$ cat config.mk
export PLATFORM = sky130hd
export DESIGN_NAME = rv_mem_arb_flat
export DESIGN_NICKNAME = d
export VERILOG_FILES = /design/src/rtl/rv_mem_pkg.sv /design/src/rtl/rv_mem_arb_if.sv /design/src/rtl/rv_mem_timeout.sv /design/src/rtl/rv_mem_arb.sv /design/src/flat_wrapper.sv
export SDC_FILE = /design/constraint.sdc
export NUM_CORES = 1
export LEC_CHECK = 0
export CAP_MARGIN = 20
export CELL_PAD_IN_SITES_DETAIL_PLACEMENT = 2
export CELL_PAD_IN_SITES_GLOBAL_PLACEMENT = 2
export CORE_MARGIN = 1.5
export CORE_UTILIZATION = 23
export DETAILED_ROUTE_END_ITERATION = 12
export PLACE_DENSITY = 0.78
export SLEW_MARGIN = 0
export SYNTH_ARGS = -nofsm -noshare
export SYNTH_HDL_FRONTEND = slang
export SYNTH_SLANG_ARGS = --single-unit
export TNS_END_PERCENT = 100
$ cat constraint.sdc
create_clock -name clk -period 2.6 [get_ports clk]
set_input_delay 0.78 -clock clk [delete_from_list [all_inputs] [get_ports clk]]
set_output_delay 0.78 -clock clk [all_outputs]
set_load 0.1 [all_outputs]
$ cat src/rtl/rv_mem_pkg.sv
// Shared types and arbitration helpers for the rv_mem_arb memory arbiter.
package rv_mem_pkg;

    typedef enum logic [1:0] {IDLE, REQ, WAIT, DONE} state_t;
    typedef enum logic {CH_IF, CH_LS} chan_t;

    localparam int PRIO_IF = 0;
    localparam int PRIO_LS = 1;
    localparam int PRIO_RR = 2;

    // Only a simultaneous request consults the policy; round-robin favours the channel not served last.
    function automatic chan_t pick_chan(input int prio, input logic if_req, input logic ls_req,
                                        input chan_t last_served);
        if (if_req && !ls_req) return CH_IF;
        if (ls_req && !if_req) return CH_LS;
        case (prio)
            PRIO_IF: return CH_IF;
            PRIO_LS: return CH_LS;
            default: return (last_served == CH_IF) ? CH_LS : CH_IF;
        endcase
    endfunction

endpackage

$ cat src/rtl/rv_mem_arb_if.sv
// Core-side channels, shared memory bus and status/debug signals of rv_mem_arb.
interface rv_mem_arb_if #(
    parameter int DPWIDTH = 32
);
    import rv_mem_pkg::*;

    localparam int BEWIDTH = DPWIDTH / 8;

    // Handshake: if_req/ls_req are levels held until the matching one-cycle done pulse.
    // bus_req is held with stable fields until bus_gnt is seen at an edge; the first
    // bus_rvalid after that grant carries read data or acknowledges a write.
    logic               if_req;
    logic [DPWIDTH-1:0] if_addr;
    logic [DPWIDTH-1:0] if_rdata;
    logic               if_done;
    logic               ls_req;
    logic               ls_we;
    logic [BEWIDTH-1:0] ls_be;
    logic [DPWIDTH-1:0] ls_addr;
    logic [DPWIDTH-1:0] ls_wdata;
    logic [DPWIDTH-1:0] ls_rdata;
    logic               ls_done;
    logic               stall;
    logic               bus_req;
    logic               bus_we;
    logic [BEWIDTH-1:0] bus_be;
    logic [DPWIDTH-1:0] bus_addr;
    logic [DPWIDTH-1:0] bus_wdata;
    logic               bus_gnt;
    logic               bus_rvalid;
    logic [DPWIDTH-1:0] bus_rdata;
    logic               err;
    logic               err_clr;
    state_t             dbg_state;

    modport slave (
        input  if_req, if_addr, ls_req, ls_we, ls_be, ls_addr, ls_wdata,
               bus_gnt, bus_rvalid, bus_rdata, err_clr,
        output if_rdata, if_done, ls_rdata, ls_done, stall,
               bus_req, bus_we, bus_be, bus_addr, bus_wdata, err, dbg_state
    );

    modport master (
        output if_req, if_addr, ls_req, ls_we, ls_be, ls_addr, ls_wdata,
               bus_gnt, bus_rvalid, bus_rdata, err_clr,
        input  if_rdata, if_done, ls_rdata, ls_done, stall,
               bus_req, bus_we, bus_be, bus_addr, bus_wdata, err, dbg_state
    );

endinterface

$ cat src/rtl/rv_mem_timeout.sv
// Bus-access watchdog: counts busy cycles and flags the TIMEOUT-th one.
module rv_mem_timeout #(
    parameter int TIMEOUT = 255,
    parameter int TOWIDTH = $clog2(TIMEOUT + 1)
) (
    input  logic clk,
    input  logic rst,
    input  logic clr,
    input  logic en,
    output logic expired
);

    logic [TOWIDTH-1:0] cnt_q, cnt_d;

    assign expired = en && (cnt_q == TOWIDTH'(TIMEOUT - 1));

    always_comb begin
        cnt_d = cnt_q;
        if (clr) begin
            cnt_d = '0;
        end else if (en) begin
            cnt_d = cnt_q + TOWIDTH'(1);
        end
    end

    always_ff @(posedge clk) begin
        if (!rst) begin
            cnt_q <= '0;
        end else begin
            cnt_q <= cnt_d;
        end
    end

endmodule

$ cat src/rtl/rv_mem_arb.sv
// Stall-capable arbiter merging fetch and load/store channels onto one req/gnt/rvalid bus.
module rv_mem_arb
    import rv_mem_pkg::*;
#(
    parameter int DPWIDTH  = 32,
    parameter int BEWIDTH  = DPWIDTH / 8,
    parameter int TIMEOUT  = 255,
    parameter int TOWIDTH  = $clog2(TIMEOUT + 1),
    parameter int PRIORITY = 1
) (
    input logic         clk,
    input logic         rst,
    rv_mem_arb_if.slave io
);

    localparam logic [DPWIDTH-1:0] ADDR_MASK = ~(DPWIDTH'(BEWIDTH - 1));

    state_t             state_q, state_d;
    chan_t              chan_q, chan_d, rr_last_q, rr_last_d, sel;
    logic               bus_req_q, bus_req_d, bus_we_q, bus_we_d;
    logic [BEWIDTH-1:0] bus_be_q, bus_be_d;
    logic [DPWIDTH-1:0] bus_addr_q, bus_addr_d, bus_wdata_q, bus_wdata_d;
    logic [DPWIDTH-1:0] if_rdata_q, if_rdata_d, ls_rdata_q, ls_rdata_d;
    logic               if_done_q, if_done_d, ls_done_q, ls_done_d;
    logic               err_q, err_d;
    logic               finish, to_set, tmo_expired;
    logic [DPWIDTH-1:0] fin_data;

    rv_mem_timeout #(.TIMEOUT(TIMEOUT), .TOWIDTH(TOWIDTH)) u_timeout (
        .clk    (clk),
        .rst    (rst),
        .clr    ((state_q == IDLE) || (state_q == DONE)),
        .en     ((state_q == REQ) || (state_q == WAIT)),
        .expired(tmo_expired)
    );

    always_comb begin
        state_d     = state_q;
        chan_d      = chan_q;
        rr_last_d   = rr_last_q;
        bus_req_d   = bus_req_q;
        bus_we_d    = bus_we_q;
        bus_be_d    = bus_be_q;
        bus_addr_d  = bus_addr_q;
        bus_wdata_d = bus_wdata_q;
        if_rdata_d  = if_rdata_q;
        ls_rdata_d  = ls_rdata_q;
        if_done_d   = 1'b0;
        ls_done_d   = 1'b0;
        finish      = 1'b0;
        fin_data    = '0;
        to_set      = 1'b0;
        sel         = pick_chan(PRIORITY, io.if_req, io.ls_req, rr_last_q);

        case (state_q)
            IDLE: begin
                if (io.if_req || io.ls_req) begin
                    state_d   = REQ;
                    chan_d    = sel;
                    rr_last_d = sel;
                    bus_req_d = 1'b1;
                    if (sel == CH_IF) begin
                        bus_we_d    = 1'b0;
                        bus_be_d    = '1;
                        bus_addr_d  = io.if_addr & ADDR_MASK;
                        bus_wdata_d = '0;
                    end else begin
                        bus_we_d    = io.ls_we;
                        bus_be_d    = io.ls_be;
                        bus_addr_d  = io.ls_addr & ADDR_MASK;
                        bus_wdata_d = io.ls_wdata;
                    end
                end
            end
            // An expiring request is abandoned even if granted that same cycle.
            REQ: begin
                if (tmo_expired) begin
                    state_d   = DONE;
                    bus_req_d = 1'b0;
                    finish    = 1'b1;
                    to_set    = 1'b1;
                end else if (io.bus_gnt) begin
                    state_d   = WAIT;
                    bus_req_d = 1'b0;
                end
            end
            WAIT: begin
                if (io.bus_rvalid) begin
                    state_d  = DONE;
                    finish   = 1'b1;
                    fin_data = io.bus_rdata;
                end else if (tmo_expired) begin
                    state_d = DONE;
                    finish  = 1'b1;
                    to_set  = 1'b1;
                end
            end
            default: state_d = IDLE;
        endcase

        // Done and read data become visible together on entry to DONE.
        if (finish) begin
            if (chan_q == CH_IF) begin
                if_done_d = 1'b1;
                if (!bus_we_q) if_rdata_d = fin_data;
            end else begin
                ls_done_d = 1'b1;
                if (!bus_we_q) ls_rdata_d = fin_data;
            end
        end

        err_d = to_set ? 1'b1 : (io.err_clr ? 1'b0 : err_q);
    end

    always_ff @(posedge clk) begin
        if (!rst) begin
            state_q     <= IDLE;
            chan_q      <= CH_IF;
            rr_last_q   <= CH_IF;
            bus_req_q   <= 1'b0;
            bus_we_q    <= 1'b0;
            bus_be_q    <= '0;
            bus_addr_q  <= '0;
            bus_wdata_q <= '0;
            if_rdata_q  <= '0;
            ls_rdata_q  <= '0;
            if_done_q   <= 1'b0;
            ls_done_q   <= 1'b0;
            err_q       <= 1'b0;
        end else begin
            state_q     <= state_d;
            chan_q      <= chan_d;
            rr_last_q   <= rr_last_d;
            bus_req_q   <= bus_req_d;
            bus_we_q    <= bus_we_d;
            bus_be_q    <= bus_be_d;
            bus_addr_q  <= bus_addr_d;
            bus_wdata_q <= bus_wdata_d;
            if_rdata_q  <= if_rdata_d;
            ls_rdata_q  <= ls_rdata_d;
            if_done_q   <= if_done_d;
            ls_done_q   <= ls_done_d;
            err_q       <= err_d;
        end
    end

    assign io.bus_req   = bus_req_q;
    assign io.bus_we    = bus_we_q;
    assign io.bus_be    = bus_be_q;
    assign io.bus_addr  = bus_addr_q;
    assign io.bus_wdata = bus_wdata_q;
    assign io.if_rdata  = if_rdata_q;
    assign io.ls_rdata  = ls_rdata_q;
    assign io.if_done   = if_done_q;
    assign io.ls_done   = ls_done_q;
    assign io.err       = err_q;
    assign io.dbg_state = state_q;
    assign io.stall     = (io.if_req & ~if_done_q) | (io.ls_req & ~ls_done_q);

endmodule

$ cat src/flat_wrapper.sv
// flat-port wrapper written by rule: the top's interface ports become plain ports
module rv_mem_arb_flat import rv_mem_pkg::*;
#(
    parameter int DPWIDTH  = 32,
    parameter int BEWIDTH  = DPWIDTH / 8,
    parameter int TIMEOUT  = 255,
    parameter int TOWIDTH  = $clog2(TIMEOUT + 1),
    parameter int PRIORITY = 1
)
  (clk, rst, io_if_req, io_if_addr, io_ls_req, io_ls_we, io_ls_be, io_ls_addr, io_ls_wdata, io_bus_gnt, io_bus_rvalid, io_bus_rdata, io_err_clr, io_if_rdata, io_if_done, io_ls_rdata, io_ls_done, io_stall, io_bus_req, io_bus_we, io_bus_be, io_bus_addr, io_bus_wdata, io_err, io_dbg_state);
  rv_mem_arb_if #(.DPWIDTH(DPWIDTH)) io_i ();
  input logic clk;
  input logic rst;
  input wire logic [$bits(io_i.if_req)-1:0] io_if_req;
  input wire logic [$bits(io_i.if_addr)-1:0] io_if_addr;
  input wire logic [$bits(io_i.ls_req)-1:0] io_ls_req;
  input wire logic [$bits(io_i.ls_we)-1:0] io_ls_we;
  input wire logic [$bits(io_i.ls_be)-1:0] io_ls_be;
  input wire logic [$bits(io_i.ls_addr)-1:0] io_ls_addr;
  input wire logic [$bits(io_i.ls_wdata)-1:0] io_ls_wdata;
  input wire logic [$bits(io_i.bus_gnt)-1:0] io_bus_gnt;
  input wire logic [$bits(io_i.bus_rvalid)-1:0] io_bus_rvalid;
  input wire logic [$bits(io_i.bus_rdata)-1:0] io_bus_rdata;
  input wire logic [$bits(io_i.err_clr)-1:0] io_err_clr;
  output wire logic [$bits(io_i.if_rdata)-1:0] io_if_rdata;
  output wire logic [$bits(io_i.if_done)-1:0] io_if_done;
  output wire logic [$bits(io_i.ls_rdata)-1:0] io_ls_rdata;
  output wire logic [$bits(io_i.ls_done)-1:0] io_ls_done;
  output wire logic [$bits(io_i.stall)-1:0] io_stall;
  output wire logic [$bits(io_i.bus_req)-1:0] io_bus_req;
  output wire logic [$bits(io_i.bus_we)-1:0] io_bus_we;
  output wire logic [$bits(io_i.bus_be)-1:0] io_bus_be;
  output wire logic [$bits(io_i.bus_addr)-1:0] io_bus_addr;
  output wire logic [$bits(io_i.bus_wdata)-1:0] io_bus_wdata;
  output wire logic [$bits(io_i.err)-1:0] io_err;
  output wire logic [$bits(io_i.dbg_state)-1:0] io_dbg_state;
  assign io_i.if_req = io_if_req;
  assign io_i.if_addr = io_if_addr;
  assign io_i.ls_req = io_ls_req;
  assign io_i.ls_we = io_ls_we;
  assign io_i.ls_be = io_ls_be;
  assign io_i.ls_addr = io_ls_addr;
  assign io_i.ls_wdata = io_ls_wdata;
  assign io_i.bus_gnt = io_bus_gnt;
  assign io_i.bus_rvalid = io_bus_rvalid;
  assign io_i.bus_rdata = io_bus_rdata;
  assign io_i.err_clr = io_err_clr;
  assign io_if_rdata = io_i.if_rdata;
  assign io_if_done = io_i.if_done;
  assign io_ls_rdata = io_i.ls_rdata;
  assign io_ls_done = io_i.ls_done;
  assign io_stall = io_i.stall;
  assign io_bus_req = io_i.bus_req;
  assign io_bus_we = io_i.bus_we;
  assign io_bus_be = io_i.bus_be;
  assign io_bus_addr = io_i.bus_addr;
  assign io_bus_wdata = io_i.bus_wdata;
  assign io_err = io_i.err;
  assign io_dbg_state = io_i.dbg_state;
  rv_mem_arb #(.DPWIDTH(DPWIDTH), .BEWIDTH(BEWIDTH), .TIMEOUT(TIMEOUT), .TOWIDTH(TOWIDTH), .PRIORITY(PRIORITY)) u_core (.clk(clk), .rst(rst), .io(io_i));
endmodule
After elaboration in Yosys (flattened, before gate mapping)
Cells that the tools add are included.

Bits in read-only memories: 0. Flip-flop bits (word level): 148. Memories: 0. Logic and storage cells: 79. Memory bits (writable): 0. Latch bits: 0. Bits of input ports: 140.

Bitwise gates (word level): 8. Order comparisons: 0. $mul: 0. Reduce and logical (&&, ||, !) cells: 18. Div/mod/pow operators: 0. Add/sub/neg operators: 1. Equality and inequality tests: 7. Shift operators: 0. Muxes and demuxes: 32.

Operators by type and width (count): two-way mux 32 bit (4); two-way mux 1 bit (18); AND reduction 3 bit (4); two-way mux 2 bit (5); adder 8 x 1 -> 8 bit, second input constant (1); == test 8 bit, second input constant (1); != test 3 x 2 -> 1 bit, second input constant (2); one-hot mux 1 bit (2 select lines) (3); one-hot mux 2 bit (3 select lines) (1); inverter 1 bit (5); == test 2 bit, second input constant (2); two-way mux 4 bit (1); AND reduction 2 bit (2); nonzero test 2 bit (2); logical AND 1 bit (3); logical OR 1 bit (3); AND 1 bit (2); == test 2 x 1 -> 1 bit, second input constant (1); logical NOT 1 bit (2); logical NOT 2 bit (1); != test 2 bit, second input constant (1); OR reduction 2 bit (1); OR 1 bit (1).

Longest topological paths before layout
Word-level depth: 7. Depth in mapped cells: 8. Depth with buffers taken out: 6.

Modules after synthesis
A second synthesis with hierarchy kept.

Cells, all modules: 603. Area total of the unflattened synthesis: 5816.8 µm².

By module, submodules not included: rv_mem_arb (cells each 561, area each 5447.7 µm², instances 1); rv_mem_timeout (cells each 42, area each 369.1 µm², instances 1).

Least setup slack after synthesis
No wires, ideal clock.

Path kind: input port to output port. From: in io_ls_req. To: out io_stall. Arrival time: 2.492 ns. Required time: 1.820 ns. Path buffers: 1. Slack: -0.672 ns. Stages on the path: 3. Path through: buf_2 inv_1 o22ai_1.

Longest elaborated chain between the ends: 2.

Ends and longest elaborated chain: from (decl) (line flat_wrapper.sv:16) `input wire logic [$bits(io_i.ls_req)-1:0] io_ls_req;`; AND 1 bit (line rv_mem_arb.sv:158) `assign io.stall = (io.if_req & ~if_done_q) | (io.ls_req & ~ls_done_q);`; OR 1 bit (line rv_mem_arb.sv:158); to (decl) (line flat_wrapper.sv:29) `output wire logic [$bits(io_i.stall)-1:0] io_stall;`.

Every way passes these cells.

Worst setup path in the final report
From: in io_if_req. To: out io_stall.

Longest elaborated chain between the ends: 2.

Ends and longest elaborated chain: from (decl) (line flat_wrapper.sv:14) `input wire logic [$bits(io_i.if_req)-1:0] io_if_req;`; AND 1 bit (line rv_mem_arb.sv:158); OR 1 bit (line rv_mem_arb.sv:158).

Every way passes these cells.

==> results.md <==
- Worst r2r path cells: 8
- GP Congestion: 0.7315
- R2R Path End: u_core.io.if_rdata[5]
- DRC violations left: 0
- CTS sink cnt: approximately 150
- Drt wl/cell: around 18 um
- Reg area: ~0.0029 sq mm
- Post-Syn Area per Cell: 9.678 sq um
- Final cycle utilization of the critical path: 97.32%
- R2R Setup Slk: about 450 ps
- Die X: 162.3 um
- Global-route wire length before repair: around 33000 um
- Clock Tree Buf Depth: 2
- Power per cell area: roughly 1100 mW/mm^2
- CP Capture Type: output port
- RSZ-0062 raised after global routing: no
- Multi-input gate area: 0.002648 sq mm
- Initial DRC count: 165
- Yosys cell types: 43
- Gate Count Post-Synth: 603
- Worst vdd ir: ~0.00053 V
- Top cell type's share of synthesized area: 50.09%
- Final worst slack: 69.65 ps
- Final hold slack: between 400 and 500 ps
- Worst-Margin Slew: around 720 ps
- IO Port Bufs: around 270
- Status: completed
- Max Slew Vio Count: 0
- Final wirelength: 21240 um
- Vias/cell: between 4 and 5
- Final min period: between 2000 and 3000 ps
- Top_reg_cell synth: dfxtp_1
- Biggest area consumer among synthesized cells: dfxtp_1
- I/O pins: 280
- DIE HEIGHT: 162.3 um
- GRT Total Usage: 16.07%
- Most common cell after layout, fill and taps aside: buf_4
- Clock slew at reported path FFs: 60 ps
- FP Rows: 58
- Hold Buf Count CTS: 0
- Startpoint types: input port
- Clk_lat worst skew: approximately 420 ps
- Post-synth EDFFs: 0
- Worst flop-to-flop path startpoint: u_core.io.dbg_state[0]
- Leakage: 0.003833 uW
- TritonCTS clock tree: yes
- Worst path slowest cell: clkdlybuf4s50_1
- Final setup viols: 0
- Fraction of layout instances using a drive strength above 1: a little under a quarter
- YS warnings: 0
- Nets: 1015
- Design Power: 9759 uW
- Final core occ: 36.97%
- Register area share after synthesis: 50.09%
- GR Overflow Total: 0
- Largest net degree at the start of global routing: 67
- Post-DP HPWL: 15440 um
- Number of buffers created by CTS: 17
- Clock Tree Root: clkbuf_16
- Worst endpoint required time: between 1500 and 2000 ps
- Final Skew: approximately 11 ps
- 1st-pass router iterations: 4
- Core ar.: 0.02504 sq mm
- Via count: 5515
- CP top delay family: buffers and inverters
- Top post-synthesis cells by area: dfxtp_1 50%, mux2i_1 16%, nand2_1 6.3%
- Die Area: 0.02634 sq mm
- DP Worst Slack: 54.73 ps
- Htree depth: 4
- Syn-to-layout area delta: 58.60%
- Fmax: 395.2 MHz
- Kind of critical path: in2out
- WP depth: 4
- Final setup TNS: 0 ps
- Number of global-route vias before repair: between 5000 and 6000
- Filler cells: 2800
- Setup crit end: io_stall
- Worst Path Arrival: 1750 ps
- Max-Slew Margin vs Limit: approximately 52%
- Number of setup buffers added after CTS: 0
- Yosys reg bits: ~150
- Initial antenna violation count: 1
- Netlist Area Pre-Place: 0.005836 sq mm
- Post-synth ARST share: 0%
- Final Hold Fails: 0
- ANT nets after route: 0
- Buf/Inv on CP: 3
- Max incr delay on CP: 510 ps
- CP max FO: 2
- Worst path cell trace: clkdlybuf4s50_1 -> inv_2 -> o22ai_4 -> buf_12
- Max Cap Viol: 0
- Commonest non-fill, non-tap cells in the layout: 152 x buf_4, 144 x dfxtp_1, 134 x clkdlybuf4s50_1
- Starting Density: 23.31%
- Hold Path Class: reg2reg
- Setup crit start: io_if_req
[per-stage QoR]
| stage | area, sq um | cells |
|---|---|---|
| 2_1_floorplan | 5848 | 604 |
| 3_3_place_gp | 8656 | 1180 |
| 3_5_place_dp | 8656 | 1180 |
| 4_1_cts | 9245 | 1212 |
| 5_1_grt | 9253 | 1212 |
| 6_report | 9255 | 1213 |
[cell usage after synthesis (3+ instances only)]
cell type,count
a211oi_1,30
a21oi_1,3
a32oi_1,33
buf_1,9
buf_12,3
buf_2,3
buf_4,7
clkbuf_1,25
dfxtp_1,146
ha_1,6
inv_1,6
mux2i_1,94
nand2_1,98
nand3_1,8
nor2_1,82
nor3_1,8
o21ai_0,3
xor2_1,5
[report_power, final]
group | internal (uW) | switching, uW
clock network | 1460 | 1080
registers | 2560 | 215
logic | 1100 | 3340
total | 5130 | 4630
[tightest hold or removal path, cell delays in order, from the launching register on]
cell	delay [ps]
dfxtp_1	310
nand2_1	50
mux2i_1	50
[area by class of cell]
class / count / share of cell area [%]
sequential: 146 / 31.61
multi-input combinational: 401 / 28.61
timing repair buffer: 295 / 28.61
clock buffer: 20 / 4.826
tap: 330 / 4.461
clock inverter: 12 / 1.541
inverter: 8 / 0.3245
antenna: 1 / 0.02704
[worst min-delay path by stage]
stage	from	slack (ps)	cells past startpoint	endpoint
final	u_core.io.if_rdata[26]	460	2	u_core.io.if_rdata[26]
after global routing	u_core.io.ls_rdata[26]	480	2	u_core.io.ls_rdata[26]
after global placement	u_core.io.ls_rdata[1]	440	2	u_core.io.ls_rdata[1]
after CTS	u_core.io.ls_rdata[19]	470	2	u_core.io.ls_rdata[19]
after detailed placement	u_core.io.ls_rdata[5]	450	2	u_core.io.ls_rdata[5]
after floorplan	u_core.chan_q	450	1	u_core.io.if_done
[state kept, by name, indices dropped and copies added, names as in the netlist]
signal / count
u_core.io.bus_we: 1
u_core.io.err: 1
u_core.io.bus_req: 1
u_core.io.ls_rdata: 32
u_core.io.dbg_state: 2
u_core.io.bus_addr: 30
u_core.io.if_done: 1
u_core.io.if_rdata: 32
u_core.chan_q: 1
u_core.io.ls_done: 1
u_core.io.bus_be: 4
u_core.u_timeout.cnt_q: 8
u_core.io.bus_wdata: 32
[logic make-up after synthesis]
| logic type | after synthesis | synth area share, % |
|---|---|---|
| other | 1 | 0.06426 |
| adders and majority gates | 6 | 1.286 |
| xor gates and xnor gates | 6 | 0.9005 |
| and+or+nand+nor | 210 | 14.77 |
| buffers and inverters | 57 | 5.274 |
| AOI/OAI and AO/OA | 83 | 11.49 |
| DFF | 146 | 50.09 |
| muxes | 94 | 16.12 |
[layer usage]
layer  share of wire [%]  global-route usage (%)  vias up
li1                    -                       -     2627
met1                  41                   18.52     2661
met2                  48                   27.10      211
met3                 9.7                   6.359       16
met4                 1.1                   5.296        0
met5                   0                       0        -
[timing repair]
action | 4_1_cts | 5_1_grt
gates resized for setup | 0 | 1
hold endpoints to repair | 0 | 0
endpoints found under the setup margin | 0 | 1
Note: power is estimated with default switching activity, not from simulation.
